## src/rtl/wakeup_broadcast_pipe_if.sv

```systemverilog
// Issue-side inputs and wakeup-side outputs of the wakeup broadcast pipe, one entry per lane.
interface wakeup_broadcast_pipe_if #(
    parameter int LANE_NUM     = 2,
    parameter int MAX_LAT      = 4,
    parameter int PREG_BITS    = 7,
    parameter int IQ_ENTRY_NUM = 16
);
    localparam int LAT_BITS = $clog2(MAX_LAT + 1);

    logic [LANE_NUM-1:0]                   issueValid;
    logic [LANE_NUM-1:0][LAT_BITS-1:0]     issueLat;
    logic [LANE_NUM-1:0]                   issueDstValid;
    logic [LANE_NUM-1:0][PREG_BITS-1:0]    issueDstNum;
    logic [LANE_NUM-1:0][IQ_ENTRY_NUM-1:0] issuePtr;
    logic                                  flush;

    logic [LANE_NUM-1:0]                   wakeup;
    logic [LANE_NUM-1:0]                   wakeupDstValid;
    logic [LANE_NUM-1:0][PREG_BITS-1:0]    wakeupDstNum;
    logic [LANE_NUM-1:0][IQ_ENTRY_NUM-1:0] wakeupVector;
    logic [LANE_NUM-1:0][MAX_LAT-1:0]      slotBusy;
    logic                                  collisionErr;

    modport master (
        output issueValid, issueLat, issueDstValid, issueDstNum, issuePtr, flush,
        input  wakeup, wakeupDstValid, wakeupDstNum, wakeupVector, slotBusy, collisionErr
    );

    modport slave (
        input  issueValid, issueLat, issueDstValid, issueDstNum, issuePtr, flush,
        output wakeup, wakeupDstValid, wakeupDstNum, wakeupVector, slotBusy, collisionErr
    );
endinterface

```

## src/rtl/wakeup_broadcast_pipe.sv

```systemverilog
// Purpose: per-lane latency shift pipe that broadcasts producer tags/vectors when results are due.
// Latency: wakeup asserts exactly issueLat cycles after the issue; outputs come straight from registers.
// Backpressure: none; colliding or illegal issues are dropped and flagged, slotBusy lets issue avoid them.
module wakeup_broadcast_pipe #(
    parameter int LANE_NUM     = 2,
    parameter int MAX_LAT      = 4,
    parameter int PREG_BITS    = 7,
    parameter int IQ_ENTRY_NUM = 16
) (
    input  logic                  clk,
    input  logic                  rst,
    wakeup_broadcast_pipe_if.slave bus
);
    localparam int LAT_BITS = $clog2(MAX_LAT + 1);

    typedef struct packed {
        logic                    vld;
        logic                    dstVld;
        logic [PREG_BITS-1:0]    dstNum;
        logic [IQ_ENTRY_NUM-1:0] ptr;
    } slot_t;

    slot_t slots    [LANE_NUM][MAX_LAT];
    slot_t slotsNxt [LANE_NUM][MAX_LAT];
    logic  errQ;
    logic  errNxt;

    logic [LANE_NUM-1:0][MAX_LAT-1:0] busyVec;
    logic [LANE_NUM-1:0]              latLegal;
    logic [LANE_NUM-1:0]              latBusy;

    // A latency-L issue lands in slot[L-1] after the shift, i.e. where pre-shift slot[L] would go.
    always_comb begin
        busyVec = '0;
        for (int i = 0; i < LANE_NUM; i++) begin
            for (int k = 1; k < MAX_LAT; k++) begin
                busyVec[i][k-1] = slots[i][k].vld;
            end
        end
    end

    always_comb begin
        errNxt   = errQ;
        latLegal = '0;
        latBusy  = '0;
        for (int i = 0; i < LANE_NUM; i++) begin
            for (int k = 0; k < MAX_LAT - 1; k++) begin
                slotsNxt[i][k] = slots[i][k+1];
            end
            slotsNxt[i][MAX_LAT-1] = '0;

            for (int k = 1; k <= MAX_LAT; k++) begin
                if (bus.issueLat[i] == LAT_BITS'(k)) begin
                    latLegal[i] = 1'b1;
                    latBusy[i]  = busyVec[i][k-1];
                end
            end

            if (bus.issueValid[i] && !bus.flush) begin
                if (!latLegal[i] || latBusy[i]) begin
                    errNxt = 1'b1;
                end else begin
                    for (int k = 1; k <= MAX_LAT; k++) begin
                        if (bus.issueLat[i] == LAT_BITS'(k)) begin
                            slotsNxt[i][k-1].vld    = 1'b1;
                            slotsNxt[i][k-1].dstVld = bus.issueDstValid[i];
                            slotsNxt[i][k-1].dstNum = bus.issueDstNum[i];
                            slotsNxt[i][k-1].ptr    = bus.issuePtr[i];
                        end
                    end
                end
            end

            if (bus.flush) begin
                for (int k = 0; k < MAX_LAT; k++) begin
                    slotsNxt[i][k] = '0;
                end
            end
        end
    end

    always_ff @(posedge clk) begin
        if (!rst) begin
            for (int i = 0; i < LANE_NUM; i++) begin
                for (int k = 0; k < MAX_LAT; k++) begin
                    slots[i][k] <= '0;
                end
            end
            errQ <= 1'b0;
        end else begin
            for (int i = 0; i < LANE_NUM; i++) begin
                for (int k = 0; k < MAX_LAT; k++) begin
                    slots[i][k] <= slotsNxt[i][k];
                end
            end
            errQ <= errNxt;
        end
    end

    // Fields are gated by valid so an idle lane always presents an all-zero broadcast.
    always_comb begin
        for (int i = 0; i < LANE_NUM; i++) begin
            bus.wakeup[i]         = slots[i][0].vld;
            bus.wakeupDstValid[i] = slots[i][0].vld & slots[i][0].dstVld;
            bus.wakeupDstNum[i]   = slots[i][0].vld ? slots[i][0].dstNum : '0;
            bus.wakeupVector[i]   = slots[i][0].vld ? slots[i][0].ptr : '0;
        end
    end

    assign bus.slotBusy     = busyVec;
    assign bus.collisionErr = errQ;
endmodule

```

## src/flat_wrapper.sv

```systemverilog
// flat-port wrapper written by rule: the top's interface ports become plain ports
module wakeup_broadcast_pipe_flat 
#(
    parameter int LANE_NUM     = 2,
    parameter int MAX_LAT      = 4,
    parameter int PREG_BITS    = 7,
    parameter int IQ_ENTRY_NUM = 16
)
  (clk, rst, bus_issueValid, bus_issueLat, bus_issueDstValid, bus_issueDstNum, bus_issuePtr, bus_flush, bus_wakeup, bus_wakeupDstValid, bus_wakeupDstNum, bus_wakeupVector, bus_slotBusy, bus_collisionErr);
  wakeup_broadcast_pipe_if #(.LANE_NUM(LANE_NUM), .MAX_LAT(MAX_LAT), .PREG_BITS(PREG_BITS), .IQ_ENTRY_NUM(IQ_ENTRY_NUM)) bus_i ();
  input  logic clk;
  input  logic rst;
  input wire logic [$bits(bus_i.issueValid)-1:0] bus_issueValid;
  input wire logic [$bits(bus_i.issueLat)-1:0] bus_issueLat;
  input wire logic [$bits(bus_i.issueDstValid)-1:0] bus_issueDstValid;
  input wire logic [$bits(bus_i.issueDstNum)-1:0] bus_issueDstNum;
  input wire logic [$bits(bus_i.issuePtr)-1:0] bus_issuePtr;
  input wire logic [$bits(bus_i.flush)-1:0] bus_flush;
  output wire logic [$bits(bus_i.wakeup)-1:0] bus_wakeup;
  output wire logic [$bits(bus_i.wakeupDstValid)-1:0] bus_wakeupDstValid;
  output wire logic [$bits(bus_i.wakeupDstNum)-1:0] bus_wakeupDstNum;
  output wire logic [$bits(bus_i.wakeupVector)-1:0] bus_wakeupVector;
  output wire logic [$bits(bus_i.slotBusy)-1:0] bus_slotBusy;
  output wire logic [$bits(bus_i.collisionErr)-1:0] bus_collisionErr;
  assign bus_i.issueValid = bus_issueValid;
  assign bus_i.issueLat = bus_issueLat;
  assign bus_i.issueDstValid = bus_issueDstValid;
  assign bus_i.issueDstNum = bus_issueDstNum;
  assign bus_i.issuePtr = bus_issuePtr;
  assign bus_i.flush = bus_flush;
  assign bus_wakeup = bus_i.wakeup;
  assign bus_wakeupDstValid = bus_i.wakeupDstValid;
  assign bus_wakeupDstNum = bus_i.wakeupDstNum;
  assign bus_wakeupVector = bus_i.wakeupVector;
  assign bus_slotBusy = bus_i.slotBusy;
  assign bus_collisionErr = bus_i.collisionErr;
  wakeup_broadcast_pipe #(.LANE_NUM(LANE_NUM), .MAX_LAT(MAX_LAT), .PREG_BITS(PREG_BITS), .IQ_ENTRY_NUM(IQ_ENTRY_NUM)) u_core (.clk(clk), .rst(rst), .bus(bus_i));
endmodule
```

## config.mk

```make
export PLATFORM = sky130hd
export DESIGN_NAME = wakeup_broadcast_pipe_flat
export DESIGN_NICKNAME = d
export VERILOG_FILES = /design/src/rtl/wakeup_broadcast_pipe_if.sv /design/src/rtl/wakeup_broadcast_pipe.sv /design/src/flat_wrapper.sv
export SDC_FILE = /design/constraint.sdc
export NUM_CORES = 1
export LEC_CHECK = 0
export ABC_AREA = 1
export CORE_MARGIN = 2
export CORE_UTILIZATION = 58
export DETAILED_ROUTE_END_ITERATION = 16
export GPL_TIMING_DRIVEN = 0
export PLACE_DENSITY_LB_ADDON = 0.1
export SLEW_MARGIN = 10
export SYNTH_ARGS = -nofsm -noshare
export SYNTH_HDL_FRONTEND = slang
export SYNTH_SLANG_ARGS = --single-unit
```

## constraint.sdc

```tcl
create_clock -name clk -period 3.5 [get_ports clk]
set_clock_uncertainty 0.15 [all_clocks]
set_input_delay 0.7 -clock clk [delete_from_list [all_inputs] [get_ports clk]]
set_output_delay 0.7 -clock clk [all_outputs]
set_load 0.005 [all_outputs]
```

After elaboration in Yosys (flattened, before gate mapping)
Memories as Yosys holds them, arrays and structs flattened. Cells that the tools add are included.

Eq/ne operators: 8. Multiplexer cells: 48. Bitwise operators: 10. Reductions and logical operators: 7.

Operators by type and width (count): $mux 100 (6); $mux 25 (16); $mux 16 (2); $mux 1 (22); $mux 7 (2); $eq 3x2->1 const B (4); $or 1x1->1 (8); $eq 3x1->1 const B (2); $eq 3x3->1 const B (2); $logic_not 1->1 (3); $and 1x1->1 (2); $logic_and 1x1->1 (2); $logic_or 1x1->1 (2).

Output and inout bits: 59. Memory bits (writable): 200. Memories kept: 1. Logic and storage cells: 75. Bits in registers: 1. Input port bits: 59.

Memory list: u_core.slots (words 2, width 100, read ports 2, clocked after memory_dff 0, write ports 2, line wakeup_broadcast_pipe.sv:23) `slot_t slots [LANE_NUM][MAX_LAT];`.

Depth between registers and ports, before layout
Depth after elaboration: 11. Mapped depth: 9. Depth with buffers taken out: 8.

Worst setup path after synthesis
Ideal clock, no wire load.

Path kind: input to register. From: in bus_issueLat[2]. To: mem u_core.slots[0][62] (netlist name). Library setup time: 0.113 ns. Cell stages on the path: 8. Buffers on the path: 2. Data required time: 3.237 ns. Arrival time: 1.536 ns. Path slack: 1.702 ns. Cell sequence: inv_2 > o21ai_0 > nand2_1 > nand4_2 > buf_6 > buf_6 > nor2_1 > nor2_1.

RTL lines: start: declaration (line flat_wrapper.sv:14) `input wire logic [$bits(bus_i.issueLat)-1:0] bus_issueLat;`; end: declaration (line wakeup_broadcast_pipe.sv:23).

==> run summary <==
I/O pin count: 118
hold-critical path depth: 4
Post CTS Setup Buffer Count: 0
Worst Reg-to-Reg Cells: 8
Worst Path Arrival: 2.15 ns
vias in the first global route: 6,542
max_slew headroom: 0.636
post-DP HPWL: 12.6 mm
setup tns final: 0 ns
Synth Cell Area: 8200 um2
Worst-Skew Late Latency: 0.48 ns
Synth Area in Compound Gates: 0.00244
worst path cell trace: clkbuf_1, nand2_1, inv_1, clkdlybuf4s50_1
status: finished clean
pre-CTS WS: 0.763 ns
Reg clk slew, reported paths: 0.06 ns
Critical Path Fanout Max: 10
maxcap violations: 0
syn avg cell area: 6.53 um2
Final #Nets: 1,453
PD cells: 452 nW/um2
Critical-path top delay cell: clkdlybuf4s50_1
initial antenna violation count: 0
crit start category: register
initial core utilization: 0.593
Clock Sinks: 201
Critical Path End Type: output pin
hold buffers post-CTS: 0
WL/cell: 11.5 um
core area: 13,800 um2
num rows: 43
largest net degree at the start of global routing: 14
post-CTS sizing: 0
DRT iter0 DRCs: 391
Remaining DRCs: 0
CP Class: reg -> out
Synth Area in Simple Gates: 0.339
gpl congestion: 0.859
Critical Path Max Stage Delay: 0.51 ns
setup violators final: 0
overall routing resource usage: 0.247
Synth Register Bits: 201
Crit path required time: 2.65 ns
worst min path class: reg -> reg
TritonRoute pass-1 iters: 5
die area: 15,100 um2
average via count per standard cell: 4.55
layout cells sized above 1: 0.0632
vias: 7,218
first-pass GRT wire length: 30.1 mm
die width: 123 um
Layout area overhead: 24.9%
clk buf depth: 3
final WL: 18.2 mm
total CTS buffers: 21
CTS tree: done
xor/xnor share of the synthesized area: 0
Slew @ Worst Pin: 0.545 ns
synth unique cells: 17
Max VDD drop: 0.389 mV
Die Y-Extent: 123 um
RSZ-0062 raised after global routing: false
GR Overflow Total: 0
static leakage: 0.00580 uW
slack of the critical path: 0.504 ns
sequential share of the synthesized area: 0.491
largest family of logic cells by synthesized area: simple AND/OR/NAND/NOR gates
port bufs: 115
FILL cells: 1,141
period utilization: 0.856
Hold Fails Final Rpt: 0
Post-Synth Adder-Cell Area: 0
fin. max-slew vios: 0
ANT nets after route: 0
Ant. Diodes: 0
H-tree depth: 1
synth warn: 0
Post-Syn Instances: 1,255
minimum clock period: 3.00 ns
CTS Root Cell: clkbuf_16
post-synthesis mux area share: 0
Achievable Freq: 334 MHz
routing by layer:
layer | global-route usage | share of wire
met1 | 0.326 | 0.46
met2 | 0.425 | 0.46
met3 | 0.0337 | 0.062
met4 | 0.0647 | 0.015
met5 | 0 | 0
flip-flops by register name, indices dropped and copies added, names as in the netlist:
name / flops
u_core.slots: 200
u_core.bus.collisionErr: 1
critical path: cells and delay by family (launching register included):
family,cells,cell delay (ns)
DFF,1,0.50
and+or+nand+nor,1,0.14
buffers and inverters,3,1.03
final cells by class:
cell class / count / area (um2) / share of cell area
sequential: 201 / 4020 / 0.393
inverter: 261 / 980 / 0.0957
buffer: 64 / 393 / 0.0384
clock inverter: 5 / 25.0 / 0.00244
clock buffer: 32 / 637 / 0.0622
timing repair buffer: 115 / 1150 / 0.112
multi-input combinational: 730 / 2810 / 0.274
tap: 180 / 225 / 0.0220
synthesized netlist by cell type:
cell type | count | share of area
nand2_1 | 354 | 0.16
nor2_1 | 344 | 0.16
inv_1 | 259 | 0.12
dfxtp_1 | 201 | 0.49
buf_2 | 29 | 0.018
nand3_1 | 16 | 0.0098
buf_4 | 13 | 0.012
clkbuf_1 | 13 | 0.0060
buf_6 | 9 | 0.012
nand4_1 | 5 | 0.0038
nand4_2 | 3 | 0.0046
a21oi_1 | 2 | 0.0012
inv_2 | 2 | 0.00092
nor3_1 | 2 | 0.0012
conb_1 | 1 | 0.00046
o21ai_0 | 1 | 0.00061
o21ai_1 | 1 | 0.00061
layout by cell type, fill, tap and decap left out, types with 2 or more instances in the layout:
cell and instances:
a21oi_1 2, buf_2 29, buf_4 13, buf_6 9, clkbuf_1 17, clkbuf_16 21, clkbuf_8 7, clkdlybuf4s50_1 115
clkinv_2 5, conb_1 2, dfxtp_1 201, inv_1 259, inv_2 2, nand2_1 354, nand3_1 16, nand4_1 5
nand4_2 3, nor2_1 344, nor3_1 2
stage by stage:
stage / cells / utilization / hold WS (ns) / power (uW) / instance area [um2]
floorplan: 1256 / - / 0.291 / 2440 / 8200
global placement: 1551 / 0.693 / 0.322 / 2570 / 9580
detailed placement: 1551 / 0.693 / 0.331 / 2570 / 9580
CTS: 1588 / 0.741 / 0.337 / 4660 / 10200
global route: 1588 / 0.741 / 0.360 / 4780 / 10200
finish: 1588 / 0.741 / 0.337 / 4630 / 10200
power by group:
group	internal (uW)	leakage, uW	total, uW	switching, uW
clock	1250	0.000333	2110	859
sequential	2300	0.00162	2310	4.54
combinational	92.4	0.00384	217	124
cell families (layout without fill, tap and decap cells):
group | Yosys count | count (layout)
AO/OA/AOI/OAI | 4 | 4
buffers and inverters | 325 | 477
flip-flops | 201 | 201
other | 1 | 2
AND/OR/NAND/NOR | 724 | 724
path summary, 6_finish.rpt:
kind | startpoint | endpoint | slack [ns]
setup / recovery | u_core.slots[0][99]$_SDFF_PP0_ | bus_wakeupDstNum[4] | 0.50
hold / removal | u_core.slots[0][15]$_SDFF_PP0_ | u_core.slots[0][40]$_SDFF_PP0_ | 0.34
setup reg to reg | u_core.slots[1][49]$_SDFF_PP0_ | u_core.slots[1][97]$_SDFF_PP0_ | 1.81
hold reg to reg | u_core.slots[0][15]$_SDFF_PP0_ | u_core.slots[0][40]$_SDFF_PP0_ | 0.34
Note: power is estimated with default switching activity, not from simulation.
